<file path="src/rtl/hazard_ctrl_if.sv">
// Pipeline <-> hazard controller signal bundle: stall/flush sources in,
// per-latch enable/flush controls and status out.
interface hazard_ctrl_if #(
  parameter int REG_AW = 5,
  parameter int CNT_W  = 16
);
  logic              ihit;
  logic              dhit;
  logic              mem_dreq;
  logic              halt;
  logic [REG_AW-1:0] id_rs;
  logic [REG_AW-1:0] id_rt;
  logic              id_use_rs;
  logic              id_use_rt;
  logic [REG_AW-1:0] ex_dest;
  logic              ex_memread;
  logic              br_valid;
  logic              br_mispredict;

  logic              pc_en;
  logic              ifid_en;
  logic              ifid_flush;
  logic              idex_en;
  logic              idex_flush;
  logic              exmem_en;
  logic              exmem_flush;
  logic              memwb_en;
  logic [1:0]        state;
  logic [CNT_W-1:0]  stall_cnt;
  logic [CNT_W-1:0]  flush_cnt;

  modport master (
    output ihit, dhit, mem_dreq, halt, id_rs, id_rt, id_use_rs, id_use_rt,
           ex_dest, ex_memread, br_valid, br_mispredict,
    input  pc_en, ifid_en, ifid_flush, idex_en, idex_flush, exmem_en,
           exmem_flush, memwb_en, state, stall_cnt, flush_cnt
  );

  modport slave (
    input  ihit, dhit, mem_dreq, halt, id_rs, id_rt, id_use_rs, id_use_rt,
           ex_dest, ex_memread, br_valid, br_mispredict,
    output pc_en, ifid_en, ifid_flush, idex_en, idex_flush, exmem_en,
           exmem_flush, memwb_en, state, stall_cnt, flush_cnt
  );
endinterface

</file>
<file path="src/rtl/hazard_ctrl.sv">
// 5-stage pipeline hazard controller: load-use bubbles, mispredict flush,
// memory/fetch wait stalls, halt freeze, plus stall/flush perf counters.
module hazard_ctrl #(
  parameter int REG_AW         = 5,
  parameter int LU_BUBBLES     = 1,
  parameter int BR_FLUSH_DEPTH = 2,
  parameter int CNT_W          = 16
) (
  input  logic        CLK,
  input  logic        nRST,
  hazard_ctrl_if.slave hz
);
  typedef enum logic [1:0] {RUN = 2'd0, LU_STALL = 2'd1, HALTED = 2'd2} state_e;

  localparam logic [1:0] BUB_INIT   = 2'(LU_BUBBLES - 1);
  localparam logic       EXMEM_KILL = (BR_FLUSH_DEPTH == 3);

  state_e           state_q, state_d;
  logic [1:0]       bub_q, bub_d;
  logic [CNT_W-1:0] stall_q, flush_q;
  logic             data_wait, mispredict, lu_hit, flush_evt;

  assign data_wait  = hz.mem_dreq & ~hz.dhit;
  assign mispredict = hz.br_valid & hz.br_mispredict;
  assign lu_hit     = hz.ex_memread && (hz.ex_dest != '0) &&
                      ((hz.id_use_rs && hz.id_rs == hz.ex_dest) ||
                       (hz.id_use_rt && hz.id_rt == hz.ex_dest));

  always_ff @(posedge CLK or negedge nRST) begin
    if (!nRST) begin
      state_q <= RUN;
      bub_q   <= '0;
    end else begin
      state_q <= state_d;
      bub_q   <= bub_d;
    end
  end

  always_comb begin
    hz.pc_en       = 1'b1;
    hz.ifid_en     = 1'b1;
    hz.ifid_flush  = 1'b0;
    hz.idex_en     = 1'b1;
    hz.idex_flush  = 1'b0;
    hz.exmem_en    = 1'b1;
    hz.exmem_flush = 1'b0;
    hz.memwb_en    = 1'b1;
    state_d        = state_q;
    bub_d          = bub_q;
    flush_evt      = 1'b0;

    if (!nRST || state_q == HALTED || data_wait) begin
      // full freeze: nothing advances, state and bubble count hold
      hz.pc_en    = 1'b0;
      hz.ifid_en  = 1'b0;
      hz.idex_en  = 1'b0;
      hz.exmem_en = 1'b0;
      hz.memwb_en = 1'b0;
    end else if (mispredict) begin
      hz.ifid_flush  = 1'b1;
      hz.idex_flush  = 1'b1;
      hz.exmem_flush = EXMEM_KILL;
      state_d        = RUN;
      bub_d          = '0;
      flush_evt      = 1'b1;
    end else if (state_q == LU_STALL || lu_hit) begin
      hz.pc_en      = 1'b0;
      hz.ifid_en    = 1'b0;
      hz.idex_flush = 1'b1;
      if (state_q == LU_STALL) begin
        if (bub_q <= 2'd1) begin
          state_d = RUN;
          bub_d   = '0;
        end else begin
          bub_d = bub_q - 2'd1;
        end
      end else if (LU_BUBBLES > 1) begin
        state_d = LU_STALL;
        bub_d   = BUB_INIT;
      end
    end else if (!hz.ihit) begin
      hz.pc_en      = 1'b0;
      hz.ifid_flush = 1'b1;
    end

    if (nRST && state_q != HALTED && hz.halt) state_d = HALTED;
  end

  always_ff @(posedge CLK or negedge nRST) begin
    if (!nRST) begin
      stall_q <= '0;
      flush_q <= '0;
    end else begin
      if (!hz.pc_en && state_q != HALTED && stall_q != '1) stall_q <= stall_q + 1'b1;
      if (flush_evt && flush_q != '1) flush_q <= flush_q + 1'b1;
    end
  end

  assign hz.state     = state_q;
  assign hz.stall_cnt = stall_q;
  assign hz.flush_cnt = flush_q;
endmodule
</file>
<file path="src/flat_wrapper.sv">
// flat-port wrapper written by rule: the top's interface ports become plain ports
module hazard_ctrl_flat 
#(
  parameter int REG_AW         = 5,
  parameter int LU_BUBBLES     = 1,
  parameter int BR_FLUSH_DEPTH = 2,
  parameter int CNT_W          = 16
)
  (CLK, nRST, hz_ihit, hz_dhit, hz_mem_dreq, hz_halt, hz_id_rs, hz_id_rt, hz_id_use_rs, hz_id_use_rt, hz_ex_dest, hz_ex_memread, hz_br_valid, hz_br_mispredict, hz_pc_en, hz_ifid_en, hz_ifid_flush, hz_idex_en, hz_idex_flush, hz_exmem_en, hz_exmem_flush, hz_memwb_en, hz_state, hz_stall_cnt, hz_flush_cnt);
  hazard_ctrl_if #(.REG_AW(REG_AW), .CNT_W(CNT_W)) hz_i ();
  input  logic CLK;
  input  logic nRST;
  input wire logic [$bits(hz_i.ihit)-1:0] hz_ihit;
  input wire logic [$bits(hz_i.dhit)-1:0] hz_dhit;
  input wire logic [$bits(hz_i.mem_dreq)-1:0] hz_mem_dreq;
  input wire logic [$bits(hz_i.halt)-1:0] hz_halt;
  input wire logic [$bits(hz_i.id_rs)-1:0] hz_id_rs;
  input wire logic [$bits(hz_i.id_rt)-1:0] hz_id_rt;
  input wire logic [$bits(hz_i.id_use_rs)-1:0] hz_id_use_rs;
  input wire logic [$bits(hz_i.id_use_rt)-1:0] hz_id_use_rt;
  input wire logic [$bits(hz_i.ex_dest)-1:0] hz_ex_dest;
  input wire logic [$bits(hz_i.ex_memread)-1:0] hz_ex_memread;
  input wire logic [$bits(hz_i.br_valid)-1:0] hz_br_valid;
  input wire logic [$bits(hz_i.br_mispredict)-1:0] hz_br_mispredict;
  output wire logic [$bits(hz_i.pc_en)-1:0] hz_pc_en;
  output wire logic [$bits(hz_i.ifid_en)-1:0] hz_ifid_en;
  output wire logic [$bits(hz_i.ifid_flush)-1:0] hz_ifid_flush;
  output wire logic [$bits(hz_i.idex_en)-1:0] hz_idex_en;
  output wire logic [$bits(hz_i.idex_flush)-1:0] hz_idex_flush;
  output wire logic [$bits(hz_i.exmem_en)-1:0] hz_exmem_en;
  output wire logic [$bits(hz_i.exmem_flush)-1:0] hz_exmem_flush;
  output wire logic [$bits(hz_i.memwb_en)-1:0] hz_memwb_en;
  output wire logic [$bits(hz_i.state)-1:0] hz_state;
  output wire logic [$bits(hz_i.stall_cnt)-1:0] hz_stall_cnt;
  output wire logic [$bits(hz_i.flush_cnt)-1:0] hz_flush_cnt;
  assign hz_i.ihit = hz_ihit;
  assign hz_i.dhit = hz_dhit;
  assign hz_i.mem_dreq = hz_mem_dreq;
  assign hz_i.halt = hz_halt;
  assign hz_i.id_rs = hz_id_rs;
  assign hz_i.id_rt = hz_id_rt;
  assign hz_i.id_use_rs = hz_id_use_rs;
  assign hz_i.id_use_rt = hz_id_use_rt;
  assign hz_i.ex_dest = hz_ex_dest;
  assign hz_i.ex_memread = hz_ex_memread;
  assign hz_i.br_valid = hz_br_valid;
  assign hz_i.br_mispredict = hz_br_mispredict;
  assign hz_pc_en = hz_i.pc_en;
  assign hz_ifid_en = hz_i.ifid_en;
  assign hz_ifid_flush = hz_i.ifid_flush;
  assign hz_idex_en = hz_i.idex_en;
  assign hz_idex_flush = hz_i.idex_flush;
  assign hz_exmem_en = hz_i.exmem_en;
  assign hz_exmem_flush = hz_i.exmem_flush;
  assign hz_memwb_en = hz_i.memwb_en;
  assign hz_state = hz_i.state;
  assign hz_stall_cnt = hz_i.stall_cnt;
  assign hz_flush_cnt = hz_i.flush_cnt;
  hazard_ctrl #(.REG_AW(REG_AW), .LU_BUBBLES(LU_BUBBLES), .BR_FLUSH_DEPTH(BR_FLUSH_DEPTH), .CNT_W(CNT_W)) u_core (.CLK(CLK), .nRST(nRST), .hz(hz_i));
endmodule
</file>
<file path="config.mk">
export PLATFORM = sky130hd
export DESIGN_NAME = hazard_ctrl_flat
export DESIGN_NICKNAME = d
export VERILOG_FILES = /design/src/rtl/hazard_ctrl_if.sv /design/src/rtl/hazard_ctrl.sv /design/src/flat_wrapper.sv
export SDC_FILE = /design/constraint.sdc
export NUM_CORES = 1
export LEC_CHECK = 0
export BUFFER_PORTS_ARGS = -buffer_cell sky130_fd_sc_hd__buf_2
export CAP_MARGIN = 0
export CORE_ASPECT_RATIO = 0.6
export CORE_MARGIN = 1.5
export CORE_UTILIZATION = 54
export CTS_BUF_LIST = sky130_fd_sc_hd__clkbuf_8
export DETAILED_ROUTE_END_ITERATION = 10
export HOLD_SLACK_MARGIN = 0.1
export PLACE_DENSITY = 0.91
export SYNTH_ARGS = -nofsm -noshare
export SYNTH_HDL_FRONTEND = slang
export SYNTH_SLANG_ARGS = --single-unit
</file>
<file path="constraint.sdc">
create_clock -name CLK -period 4.2 [get_ports CLK]
set_input_delay 0.21 -clock CLK [delete_from_list [all_inputs] [get_ports CLK]]
set_output_delay 0.21 -clock CLK [all_outputs]
set_load 0.005 [all_outputs]
</file>
# Word-level counts from Yosys, hierarchy flattened
# Index checks and enable logic that the tools add are counted.
totals:
  memories: 0
  mem_bits_rw: 0
  rom_bits: 0
  latchBits: 0
  out_inout_bits: 42
  word_cells: 70
  ff_bits: 36
classes:
  n_shift: 0
  order_cmp: 1
  muxes: 27
  bitwise_logic: 4
  n_eq_ne: 8
  n_reduce_logical: 23
  mul: 0
  n_addsub: 3
  div_mod_pow: 0
ops:
  columns: ["cell", "count"]
  rows:
  - ["adder 16 x 1 -> 16 bit, second input constant", 2]
  - ["inequality test 16 bit, second input constant", 2]
  - ["2-to-1 mux 2 bit", 10]
  - ["2-to-1 mux 1 bit", 17]
  - ["== test 5 bit", 2]
  - ["logical AND 1 bit", 9]
  - ["nonzero test 3 bit", 3]
  - ["nonzero test 5 bit", 1]
  - ["logical OR 1 bit", 4]
  - ["inequality test 2 bit, second input constant", 2]
  - ["AND reduction 4 bit", 1]
  - ["nonzero test 2 bit", 2]
  - ["AND reduction 3 bit", 1]
  - ["AND 1 bit", 2]
  - ["== test 2 x 1 -> 1 bit, second input constant", 1]
  - ["== test 2 bit, second input constant", 1]
  - ["<= comparator 2 x 1 -> 1 bit, second input constant", 1]
  - ["zero test 1 bit", 2]
  - ["inverter 1 bit", 2]
  - ["subtractor 2 x 1 -> 2 bit, second input constant", 1]

# Longest topological paths before layout
# Gate-level depths: netlist (run 1).
depth:
  depth_word: 11
  ltp_mapped: 8
  ltp_nobuf: 7

# Worst setup path after synthesis (run 1)
# OpenSTA, ideal clock, no wires.
synth_timing:
  path_kind: "register to register"
  start: "reg u_core.stall_q[0] (netlist: u_core.hz.stall_cnt[0])"
  end: "reg u_core.stall_q[1] (netlist: u_core.hz.stall_cnt[1])"
  path_buffers: 1
  t_arrival_ps: 2018
  setup_slack_ps: 2054
  setup_ps: 127
  path_stages_with_launch: 8
  path_cell_list: "dfrtp_1 ha_1 nand3_1 or2_4 o41a_1 a31oi_4 buf_6 mux2_1"
synth_via:
  elab_chain_cells: 2
  word_cells_on_any_way: 3
synth_lines:
  columns: ["element", "line", "text"]
  rows:
  - ["start, declared", "hazard_ctrl.sv:20", "logic [CNT_W-1:0] stall_q, flush_q;"]
  - ["start signal, assigned", "hazard_ctrl.sv:94", "if (!hz.pc_en && state_q != HALTED && stall_q != '1) stall_q <= stall_q + 1'b1;"]
  - ["parallel branches: the longest is 2 deep, another holds adder 16 x 1 -> 16 bit", null, null]
# Several ways; the timed one is not identified.
# A chain may end at the register's enable or synchronous reset.

# Final worst setup path (run 1)
layout_timing:
  start: "in nRST"
  end: "reg u_core.flush_q[15] (netlist: u_core.hz.flush_cnt[15])"
layout_via:
  elab_chain_cells: 5
layout_lines:
  columns: ["element", "line", "text"]
  rows:
  - ["start, declared", "flat_wrapper.sv:12", "input logic nRST;"]
  - ["zero test 1 bit (no source line)", null, null]
  - ["logical OR 1 bit (2 in series)", "hazard_ctrl.sv:52", "if (!nRST || state_q == HALTED || data_wait) begin"]
  - ["2-to-1 mux 1 bit", "hazard_ctrl.sv:52", null]
  - ["logical AND 1 bit", "hazard_ctrl.sv:95", "if (flush_evt && flush_q != '1) flush_q <= flush_q + 1'b1;"]
  - ["end signal, assigned", "hazard_ctrl.sv:95", null]
  - ["end, declared", "hazard_ctrl.sv:20", null]
# Every way passes these cells.

==> impl_metrics.py, run 1 <==
metrics = {
    "global_route": {
        "grt_remaining_overflow": 0,
        "grt_max_degree": 38,
        "grt.total_usage_pct": 22.9,
        "grt_pass1_wl_mm": 6.31,
        "grt_antenna_before_repair": 0,
        "grt_pass1_vias": 1337,
    },
    "power": {
        "p_sw_share_pct": 26.4,
        "power_density_nw_per_um2": 317,
        "intPower_mw": 0.531,
        "peakVddDrop_v": 0.000272,
        "p_sw_mw": 0.190,
        "p_comb_share_pct": 12.6,
        "seq_power_share_pct": 50.4,
        "p_leak_nw": 1.19,
        "clkPwrFrac_pct": 37.1,
        "power.total_mw": 0.721,
    },
    "route": {
        "firstDrtPassIters": 4,
        "first_iter_violations": 72,
        "vias": 1580,
        "wl_per_cell_um": 13.8,
        "drt.antenna.violating_nets": 0,
        "drc": 0,
        "vias_per_cell": 5.32,
        "totalWireLength_mm": 4.11,
    },
    "final_layout": {
        "diodes": 0,
        "layout-drive-gt1-share_pct": 32.1,
        "layoutNonFillerInstCount": 297,
        "multi_input_area_um2": 915,
        "syn2layout_area_growth_pct": 25.6,
        "design_area_um2": 2270,
        "final_common_cell": "buf_2",
        "mostFrequentLayoutCells": "buf_2 (65), dfrtp_1 (33), xnor2_1 (22)",
        "final_nets": 279,
        "fill_cells": 261,
        "seqCellArea_um2": 826,
    },
    "critical_path": {
        "rr_startpoint": "u_core.hz.stall_cnt[0]",
        "slowest_stage": "dlygate4sd3_1",
        "worstPathArrival_ns": 2.65,
        "crit_type": "input port to flop",
        "critPathBufInv": 4,
        "crit_family": "simple AND/OR/NAND/NOR gates",
        "cp_cell_sequence": "dlygate4sd3_1 -> buf_2 -> buf_4 -> inv_1 -> nor4b_2 -> nand4_1 -> nor2_1 -> and3_1 -> xor2_1",
        "endpoint_kind": "flop",
        "slowest_delay_ns": 0.53,
        "required_ns": 4.42,
        "startpoint_type": "input port",
        "startpoint": "nRST",
        "crit_fanout": 37,
    },
    "timing": {
        "slew_violations": 0,
        "relSlewSlack_pct": 53.1,
        "rsz0062_at_grt": "false",
        "clock-skew-final_ns": 0.00165,
        "post-route-period-util_pct": 58.0,
        "worst_pin_slew_ns": 0.695,
        "hold_viol": 0,
        "whs_ns": 0.125,
        "setup_viol": 0,
        "period_needed_ns": 2.44,
        "final.setup.tns_ns": 0,
        "fmax_mhz": 410,
    },
    "synthesis": {
        "synth_cell_types": 35,
        "syn_inst": 181,
        "synth_flop_cell": "dfrtp_1",
        "ys_top_cells_by_area": "dfrtp_1 (46%), xnor2_1 (11%), xor2_1 (8.2%)",
        "yosys_warnings": 0,
        "ys_seq_area_share_pct": 45.6,
        "synthesis.area_um2": 1810,
        "syn_avg_cell_area_um2": 10.0,
        "synth_top_area_share_pct": 45.6,
        "synth_edf_count": 0,
        "synth-seq-cells": 33,
        "yosysTopAreaCell": "dfrtp_1",
        "async_flop_share_pct": 100,
    },
    "clock_network": {
        "cts_root_buf": "clkbuf_8",
        "path_clk_slew_ns": 0.07,
        "cts_tree": "built",
        "htreeDepth": 2,
        "cts.sinks": 33,
        "postCtsSetupBuffers": 0,
        "cts_buffer_depth": 2,
        "cts_buffers": 5,
        "clock_latency_ns": 0.29,
    },
    "place": {
        "port-buffer-count": 65,
        "place_inst": 288,
        "gp_congestion": 0.823,
        "placed_area_um2": 2160,
        "place_hpwl_mm": 3.07,
    },
    "min_path": {
        "hp-start": "hz_halt",
        "hold_class": "input port to flop",
    },
    "job": {
        "drv_cap": 0,
    },
    "floorplan": {
        "die_area_um2": 3720,
        "die_w_um": 77.8,
        "initial_core_util_pct": 56.2,
        "die_h_um": 47.9,
        "core.rowCount": 16,
        "coreArea_um2": 3220,
        "ios": 68,
    },
    "run_status": {
        "status": "complete, no violations",
    },
}
layer usage:
metal / vias up / global-route usage (%) / share of wire, %
li1: 749 / - / -
met1: 753 / 29.5 / 46
met2: 68 / 37.2 / 44
met3: 10 / 6.86 / 8.2
met4: 0 / 9.82 / 1.4
met5: - / 0 / 0
worst register-to-register path, delay by kind of cell, from the launching register on:
family | cells | cell delay, ns
multiplexers | 1 | 0.37
AND/OR/NAND/NOR | 2 | 0.39
AO/OA/AOI/OAI | 2 | 0.82
adder cells (fa/ha/maj) | 1 | 0.25
flip-flops | 1 | 0.43
worst paths after layout:
kind                                                 to  slack, ns  depth (start not counted)
worst max-delay path            u_core.hz.flush_cnt[15]       1.76                          9
worst max register to register   u_core.hz.stall_cnt[1]       1.83                          6
min in group asynchronous        u_core.hz.flush_cnt[0]       0.49                          3
worst min register to register   u_core.hz.flush_cnt[6]       0.50                          1
max in group asynchronous       u_core.hz.stall_cnt[12]       3.40                          3
worst min-delay path                 u_core.hz.state[1]       0.12                          2
cell families after synthesis:
kind of cell | synth area share (%)
buffers and inverters | 4.14
multiplexers | 1.86
flip-flops | 45.6
adder cells (fa/ha/maj) | 1.38
AO/OA/AOI/OAI | 6.01
other | 0.207
AND/OR/NAND/NOR | 22.0
XOR/XNOR | 18.9
registers in the layout, indices dropped and copies added, names as in the netlist:
register and flops:
u_core.hz.flush_cnt 16, u_core.hz.stall_cnt 16, u_core.hz.state 1
power by group through the flow:
| stage | clock network, mW | logic (mW) | registers [mW] |
|---|---|---|---|
| 3_3_place_gp | 0 | 0.0876 | 0.364 |
| 3_5_place_dp | 0 | 0.0907 | 0.367 |
| 6_report | 0.267 | 0.0906 | 0.363 |
| 5_1_grt | 0.285 | 0.101 | 0.365 |
| 4_1_cts | 0.266 | 0.0922 | 0.362 |
| 2_1_floorplan | 0 | 0.0420 | 0.364 |
repair_timing:
| item | CTS | global route |
|---|---|---|
| resized for setup | 0 | 0 |
| hold buffers | 1 | 0 |
| hold endpoints to repair | 33 | 0 |
cell type report:
class,count,area share (%)
inverter,9,1.49
clock inverter,1,0.220
multi-input combinational,135,40.2
tap,45,2.48
timing repair buffer,67,15.1
clock buffer,7,4.24
sequential,33,36.3
stage by stage:
stage	setup WS, ns	utilization, %
after detailed placement	1.88	67.1
after CTS	1.72	70.6
final	1.76	70.6
after floorplan	2.05	-
after global routing	1.50	70.6
after global placement	1.98	67.1
synthesized netlist by cell type (all sizes together) (4+ instances only):
library cell and number:
dfrtp 33, xnor2 22, xor2 17, nand2 16
nor2 15, nand3 10, inv 9, nand4 8
nor3 7, buf 5, nand2b 5, a21oi 4
and3 4
(Power assumes the default switching activity.)
==> run 2: changes to the inputs <==
--- a/config.mk
+++ b/config.mk
@@ -5,15 +5,16 @@
 export SDC_FILE = /design/constraint.sdc
 export NUM_CORES = 1
 export LEC_CHECK = 0
+export ABC_AREA = 1
 export BUFFER_PORTS_ARGS = -buffer_cell sky130_fd_sc_hd__buf_2
 export CAP_MARGIN = 0
 export CORE_ASPECT_RATIO = 0.6
 export CORE_MARGIN = 1.5
-export CORE_UTILIZATION = 54
+export CORE_UTILIZATION = 53
 export CTS_BUF_LIST = sky130_fd_sc_hd__clkbuf_8
 export DETAILED_ROUTE_END_ITERATION = 10
 export HOLD_SLACK_MARGIN = 0.1
-export PLACE_DENSITY = 0.91
+export PLACE_DENSITY = 0.86
 export SYNTH_ARGS = -nofsm -noshare
 export SYNTH_HDL_FRONTEND = slang
 export SYNTH_SLANG_ARGS = --single-unit
==> constraint.sdc (replaced) <==
create_clock -name CLK -period 2.5 [get_ports CLK]
set_input_delay 0.125 -clock CLK [delete_from_list [all_inputs] [get_ports CLK]]
set_output_delay 0.125 -clock CLK [all_outputs]
set_load 0.005 [all_outputs]
==> run 2 against run 1 <==
Against the previous run:
- the run now ends with design-rule violations left
- clock skew increased by 0.0037 ns
- flip-flop and latch count unchanged
- wire length increased by 30%
- cell area increased by 14%
- via count increased by 35%
- power increased by 35%
- sequential share of layout area decreased by 4.5 points
- critical path depth decreased by 1
- first-iteration DRC count increased by 120%
- core utilization decreased by 2.1 points
- final cell count increased by 39%
- critical endpoint is now u_core.hz.flush_cnt[14]
==> impl_metrics.py, run 2 <==
metrics = {
    "place": {
        "port-buffer-count": 65,
        "placed_area_um2": 2500,
        "gp_congestion": 0.934,
        "place_hpwl_mm": 4.03,
        "preCtsSetupSlack_ns": 0.569,
    },
    "power": {
        "seq_power_share_pct": 55.0,
        "p_sw_share_pct": 23.2,
        "intPower_mw": 0.745,
        "power_density_nw_per_um2": 374,
        "p_sw_mw": 0.225,
        "p_comb_share_pct": 6.9,
        "peakVddDrop_v": 0.000241,
        "p_leak_nw": 1.46,
        "clkPwrFrac_pct": 38.1,
    },
    "final_layout": {
        "final_nets": 394,
        "syn2layout_area_growth_pct": 19.8,
        "fill_cells": 329,
        "seqCellArea_um2": 826,
        "diodes": 0,
        "mostFrequentLayoutCells": "nand2_1 (108), buf_2 (65), dfrtp_1 (33)",
        "design_area_um2": 2590,
        "multi_input_area_um2": 1160,
        "layout-drive-gt1-share_pct": 23.8,
        "final_common_cell": "nand2_1",
    },
    "synthesis": {
        "synth_flop_cell": "dfrtp_1",
        "yosysTopAreaCell": "dfrtp_1",
        "synthesis.area_um2": 2160,
        "yosys_warnings": 0,
        "ys_seq_area_share_pct": 38.2,
        "synth-seq-cells": 33,
        "async_flop_share_pct": 100,
        "synth.most_common_cell": "nand2_1",
        "syn_inst": 299,
        "ys_top_cells_by_area": "dfrtp_1 (38%), nand2_1 (19%), xnor2_1 (6.9%)",
        "synth_edf_count": 0,
        "synth_top_area_share_pct": 38.2,
        "syn_avg_cell_area_um2": 7.24,
        "synth_commonest_cells": "nand2_1 (108), dfrtp_1 (33), nor2_1 (30), inv_1 (24), nand4_1 (20)",
        "synth_cell_types": 25,
    },
    "critical_path": {
        "worstPathArrival_ns": 2.12,
        "required_ns": 2.67,
        "r2r_end": "u_core.hz.flush_cnt[14]",
        "reg2reg_depth": 8,
        "crit_type": "flop to flop",
        "startpoint_type": "flop",
        "crit_fanout": 11,
        "rr_startpoint": "u_core.hz.flush_cnt[0]",
        "endpoint_kind": "flop",
        "r2r_setup_slack_ns": 0.54,
    },
    "floorplan": {
        "core.rowCount": 17,
        "die_w_um": 85.5,
        "initial_core_util_pct": 57.1,
        "die_area_um2": 4490,
        "coreArea_um2": 3790,
        "ios": 68,
        "die_h_um": 52.5,
    },
    "clock_network": {
        "cts_resized": 0,
        "cts.sinks": 33,
        "cts_root_buf": "clkbuf_8",
        "cts_buffers": 5,
        "htreeDepth": 2,
        "path_clk_slew_ns": 0.07,
        "clock_latency_ns": 0.28,
        "cts_buffer_depth": 2,
        "cts_tree": "built",
        "postCtsSetupBuffers": 0,
    },
    "global_route": {
        "grt_pass1_wl_mm": 8.58,
        "grt_antenna_before_repair": 0,
        "grt.total_usage_pct": 25.0,
        "grt_max_degree": 35,
        "grt_remaining_overflow": 0,
        "grt_pass1_vias": 1877,
    },
    "route": {
        "totalWireLength_mm": 5.32,
        "drt.antenna.violating_nets": 0,
        "vias_per_cell": 5.17,
        "wl_per_cell_um": 12.9,
        "vias": 2129,
        "drc": 6,
        "first_iter_violations": 156,
        "firstDrtPassIters": 8,
    },
    "timing": {
        "relSlewSlack_pct": 61.9,
        "worst_pin_slew_ns": 0.568,
        "final.setup.tns_ns": 0,
        "setup_viol": 0,
        "period_needed_ns": 1.96,
        "whs_ns": 0.413,
        "post-route-period-util_pct": 78.2,
        "fmax_mhz": 511,
        "slew_violations": 0,
        "clock-skew-final_ns": 0.00538,
        "fin_ws_ns": 0.544,
        "rsz0062_at_grt": "false",
        "hold_viol": 0,
    },
    "run_status": {
        "violations": "design-rule violations",
        "status": "finished, violations left",
    },
    "job": {
        "drv_cap": 0,
    },
    "min_path": {
        "hold_class": "input port to async pin",
    },
}
==> run 2: power by group through the flow <==
| stage | clock, mW | sequential, mW | combinational (mW) |
|---|---|---|---|
| final | 0.370 | 0.534 | 0.0666 |
| after global routing | 0.400 | 0.533 | 0.0794 |
| after CTS | 0.374 | 0.534 | 0.0679 |
| after detailed placement | 0 | 0.544 | 0.0651 |
| after global placement | 0 | 0.544 | 0.0637 |
| after floorplan | 0 | 0.544 | 0.0285 |
==> run 2: final cells by class <==
class / instances / area share [%]
multi-input combinational: 226 / 44.8
sequential: 33 / 31.9
timing repair buffer: 68 / 13.6
inverter: 32 / 4.63
clock buffer: 5 / 2.65
tap: 47 / 2.27
clock inverter: 1 / 0.193
==> run 2: timing repair <==
item / in CTS / in global routing
hold endpoints to repair: 34 / 0
endpoints found under the setup margin: 0 / 0
hold buffers: 2 / 0
==> run 2: cell families (layout without fill, tap and decap cells) <==
kind of cell	Yosys count	count (layout)	share of synthesized area [%]
adder cells (fa/ha/maj)	2	2	1.16
buffers and inverters	41	106	8.33
other	1	2	0.173
XOR/XNOR	29	29	11.7
AND/OR/NAND/NOR	190	190	39.7
flip-flops	33	33	38.2
AO/OA/AOI/OAI	3	3	0.694
==> run 2: critical path, cell delays in order, from the launching register on <==
cell and delay (ns):
dfrtp_1 0.42, ha_1 0.22, nand3_1 0.12, nor2_1 0.06, nand3_1 0.09, nand2_1 0.27, nor2_1 0.34, nand3_1 0.16
xnor2_1 0.15
==> run 2: layer usage <==
layer | routed length [um] | global-route usage (%)
met5 | 0 | 0
met4 | 25 | 6.45
met3 | 449 | 6.14
met2 | 2180 | 38.2
met1 | 2670 | 35.9
==> run 2: stage by stage <==
step	utilization [%]	std cells	total power, mW
4_1_cts	68.5	412	0.976
3_5_place_dp	66.0	404	0.609
6_report	68.5	412	0.970
5_1_grt	68.5	412	1.01
2_1_floorplan	-	300	0.573
3_3_place_gp	66.0	404	0.608
==> run 2: how the worst max path moves through the flow <==
stage               slack [ns]              startpoint                       to  cells past startpoint
finish                    0.54  u_core.hz.flush_cnt[0]  u_core.hz.flush_cnt[14]                      8
global route              0.31                    nRST  u_core.hz.flush_cnt[14]                     10
CTS                       0.54  u_core.hz.flush_cnt[0]  u_core.hz.flush_cnt[14]                      8
detailed placement        0.57  u_core.hz.flush_cnt[0]  u_core.hz.flush_cnt[14]                      8
global placement          0.64  u_core.hz.flush_cnt[0]  u_core.hz.flush_cnt[14]                      8
floorplan                 0.81  u_core.hz.stall_cnt[0]   u_core.hz.stall_cnt[3]                     11
==> run 3: changes to the inputs <==
==> constraint.sdc (replaced) <==
create_clock -name CLK -period 1.95 [get_ports CLK]
set_input_delay 0.0975 -clock CLK [delete_from_list [all_inputs] [get_ports CLK]]
set_output_delay 0.0975 -clock CLK [all_outputs]
set_load 0.005 [all_outputs]
==> run 3 against run 2 <==
Against the previous run:
- the run still ends with design-rule violations left
- maximum frequency rose by 3.6%
- first-iteration DRC count rose by 59%
- power rose by 32%
- critical endpoint is now u_core.hz.stall_cnt[12]
- largest cell class unchanged
==> impl_metrics.py, run 3 (synthesis gave the netlist of run 2 again) <==
metrics = {
    "run_status": {
        "status": "finished, violations left",
        "violations": "design-rule violations",
    },
    "timing": {
        "relSlewSlack_pct": 56.9,
        "worst_pin_slew_ns": 0.643,
        "period_needed_ns": 1.89,
        "whs_ns": 0.396,
        "setup_viol": 0,
        "final.setup.tns_ns": 0,
        "hold_viol": 0,
        "post-route-period-util_pct": 96.8,
        "clock-skew-final_ns": 0.00502,
        "slew_violations": 0,
        "fmax_mhz": 530,
    },
    "floorplan": {
        "die_w_um": 85.5,
        "core.rowCount": 17,
        "ios": 68,
        "die_h_um": 52.5,
        "die_area_um2": 4490,
        "coreArea_um2": 3790,
        "initial_core_util_pct": 57.1,
    },
    "place": {
        "port-buffer-count": 65,
        "gp_congestion": 1.06,
        "place_inst": 409,
        "place_hpwl_mm": 4.10,
        "placed_area_um2": 2540,
    },
    "final_layout": {
        "multi_input_area_um2": 1210,
        "layoutNonFillerInstCount": 426,
        "layout-drive-gt1-share_pct": 26.9,
        "final_common_cell": "nand2_1",
        "fill_cells": 320,
        "seqCellArea_um2": 827,
        "design_area_um2": 2730,
        "final_nets": 407,
        "diodes": 0,
        "syn2layout_area_growth_pct": 26.3,
        "mostFrequentLayoutCells": "nand2_1 (108), buf_2 (65), dfrtp_1 (32)",
    },
    "route": {
        "totalWireLength_mm": 5.89,
        "vias": 2260,
        "route.met3.wl_um": 583,
        "top_layer": "met4",
        "drc": 6,
        "first_iter_violations": 248,
        "wl_met1_mm": 2.82,
        "vias_per_cell": 5.31,
        "firstDrtPassIters": 8,
        "wl_per_cell_um": 13.8,
        "dr_wl_met2_mm": 2.41,
        "drt.antenna.violating_nets": 0,
    },
    "critical_path": {
        "slowest_stage": "dfrtp_1",
        "reg2reg_depth": 10,
        "slowest_delay_ns": 0.44,
        "required_ns": 2.12,
        "endpoint_kind": "flop",
        "crit_fanout": 9,
        "cp_cell_sequence": "ha_4 -> nand3_2 -> inv_2 -> nand2_2 -> nor2_4 -> nand2_2 -> nor2_4 -> nand3_2 -> nand4_1 -> nand2_1",
        "r2r_setup_slack_ns": 0.06,
        "rr_startpoint": "u_core.hz.stall_cnt[1]",
        "worstPathArrival_ns": 2.06,
        "startpoint": "u_core.hz.stall_cnt[1]",
        "r2r_end": "u_core.hz.stall_cnt[12]",
        "crit_type": "flop to flop",
        "crit_end": "u_core.hz.stall_cnt[12]",
        "startpoint_type": "flop",
    },
    "global_route": {
        "grt.total_usage_pct": 27.4,
        "grt_max_degree": 35,
        "grt_pass1_wl_mm": 9.32,
        "grt_remaining_overflow": 0,
        "grt_antenna_before_repair": 0,
        "grt_pass1_vias": 2020,
    },
    "clock_network": {
        "cts_buffer_depth": 2,
        "htreeDepth": 2,
        "cts_root_buf": "clkbuf_8",
        "clock_latency_ns": 0.28,
        "cts_buffers": 5,
        "path_clk_slew_ns": 0.07,
        "cts_tree": "built",
        "cts.sinks": 33,
    },
    "job": {
        "drv_cap": 0,
    },
    "power": {
        "p_leak_nw": 1.52,
        "power_density_nw_per_um2": 469,
        "power.total_mw": 1.28,
        "peakVddDrop_v": 0.000360,
    },
    "min_path": {
        "hold_class": "input port to async pin",
    },
}
==> run 3: report_power, final <==
part	switching, mW	internal (mW)
Clock	0.238	0.275
Combinational	0.0494	0.0360
Sequential	0	0.685
Total	0.287	0.995
==> run 3: worst max-delay path, delay by kind of cell, from the launching register on <==
family / cells / cell delay (ns)
buffers and inverters: 1 / 0.10
adders and majority gates: 1 / 0.19
DFF: 1 / 0.44
and+or+nand+nor: 8 / 1.05
==> run 3: final cells by class <==
| class | instances | area share [%] |
|---|---|---|
| Clock buffer | 6 | 3.02 |
| Clock inverter | 1 | 0.137 |
| Inverter | 32 | 4.40 |
| Multi-Input combinational cell | 229 | 44.3 |
| Sequential cell | 33 | 30.3 |
| Tap cell | 47 | 2.15 |
| Timing Repair Buffer | 78 | 15.7 |
==> run 3: what timing repair did <==
item / CTS / global route
setup buffers: 0 / 5
gates resized for setup: 0 / 4
hold buffers: 2 / 0
pin swaps: 1 / 2
hold endpoints to repair: 34 / 0
cloned: 1 / 2
setup endpoints to repair: 9 / 16
==> run 3: per-stage QoR <==
stage,worst slack (ns),util [%]
5_1_grt,-0.0333,72.1
2_1_floorplan,0.256,-
4_1_cts,0.00678,70.1
3_5_place_dp,0.000623,67.0
6_report,0.0616,72.1
3_3_place_gp,0.125,67.0
==> run 3: how the worst min path moves through the flow <==
stage	from	endpoint	cells past startpoint
floorplan	nRST	u_core.hz.flush_cnt[0]	0
global placement	nRST	u_core.hz.stall_cnt[7]	2
detailed placement	nRST	u_core.hz.stall_cnt[7]	2
CTS	nRST	u_core.hz.flush_cnt[2]	3
global route	nRST	u_core.hz.stall_cnt[6]	3
finish	nRST	u_core.hz.stall_cnt[9]	3
==> run 3: metal layers <==
| metal | up-vias | track usage [%] |
|---|---|---|
| met5 | - | 0 |
| met4 | 0 | 7.80 |
| met1 | 1022 | 40.3 |
| met3 | 15 | 6.93 |
| li1 | 1103 | - |
| met2 | 120 | 40.0 |
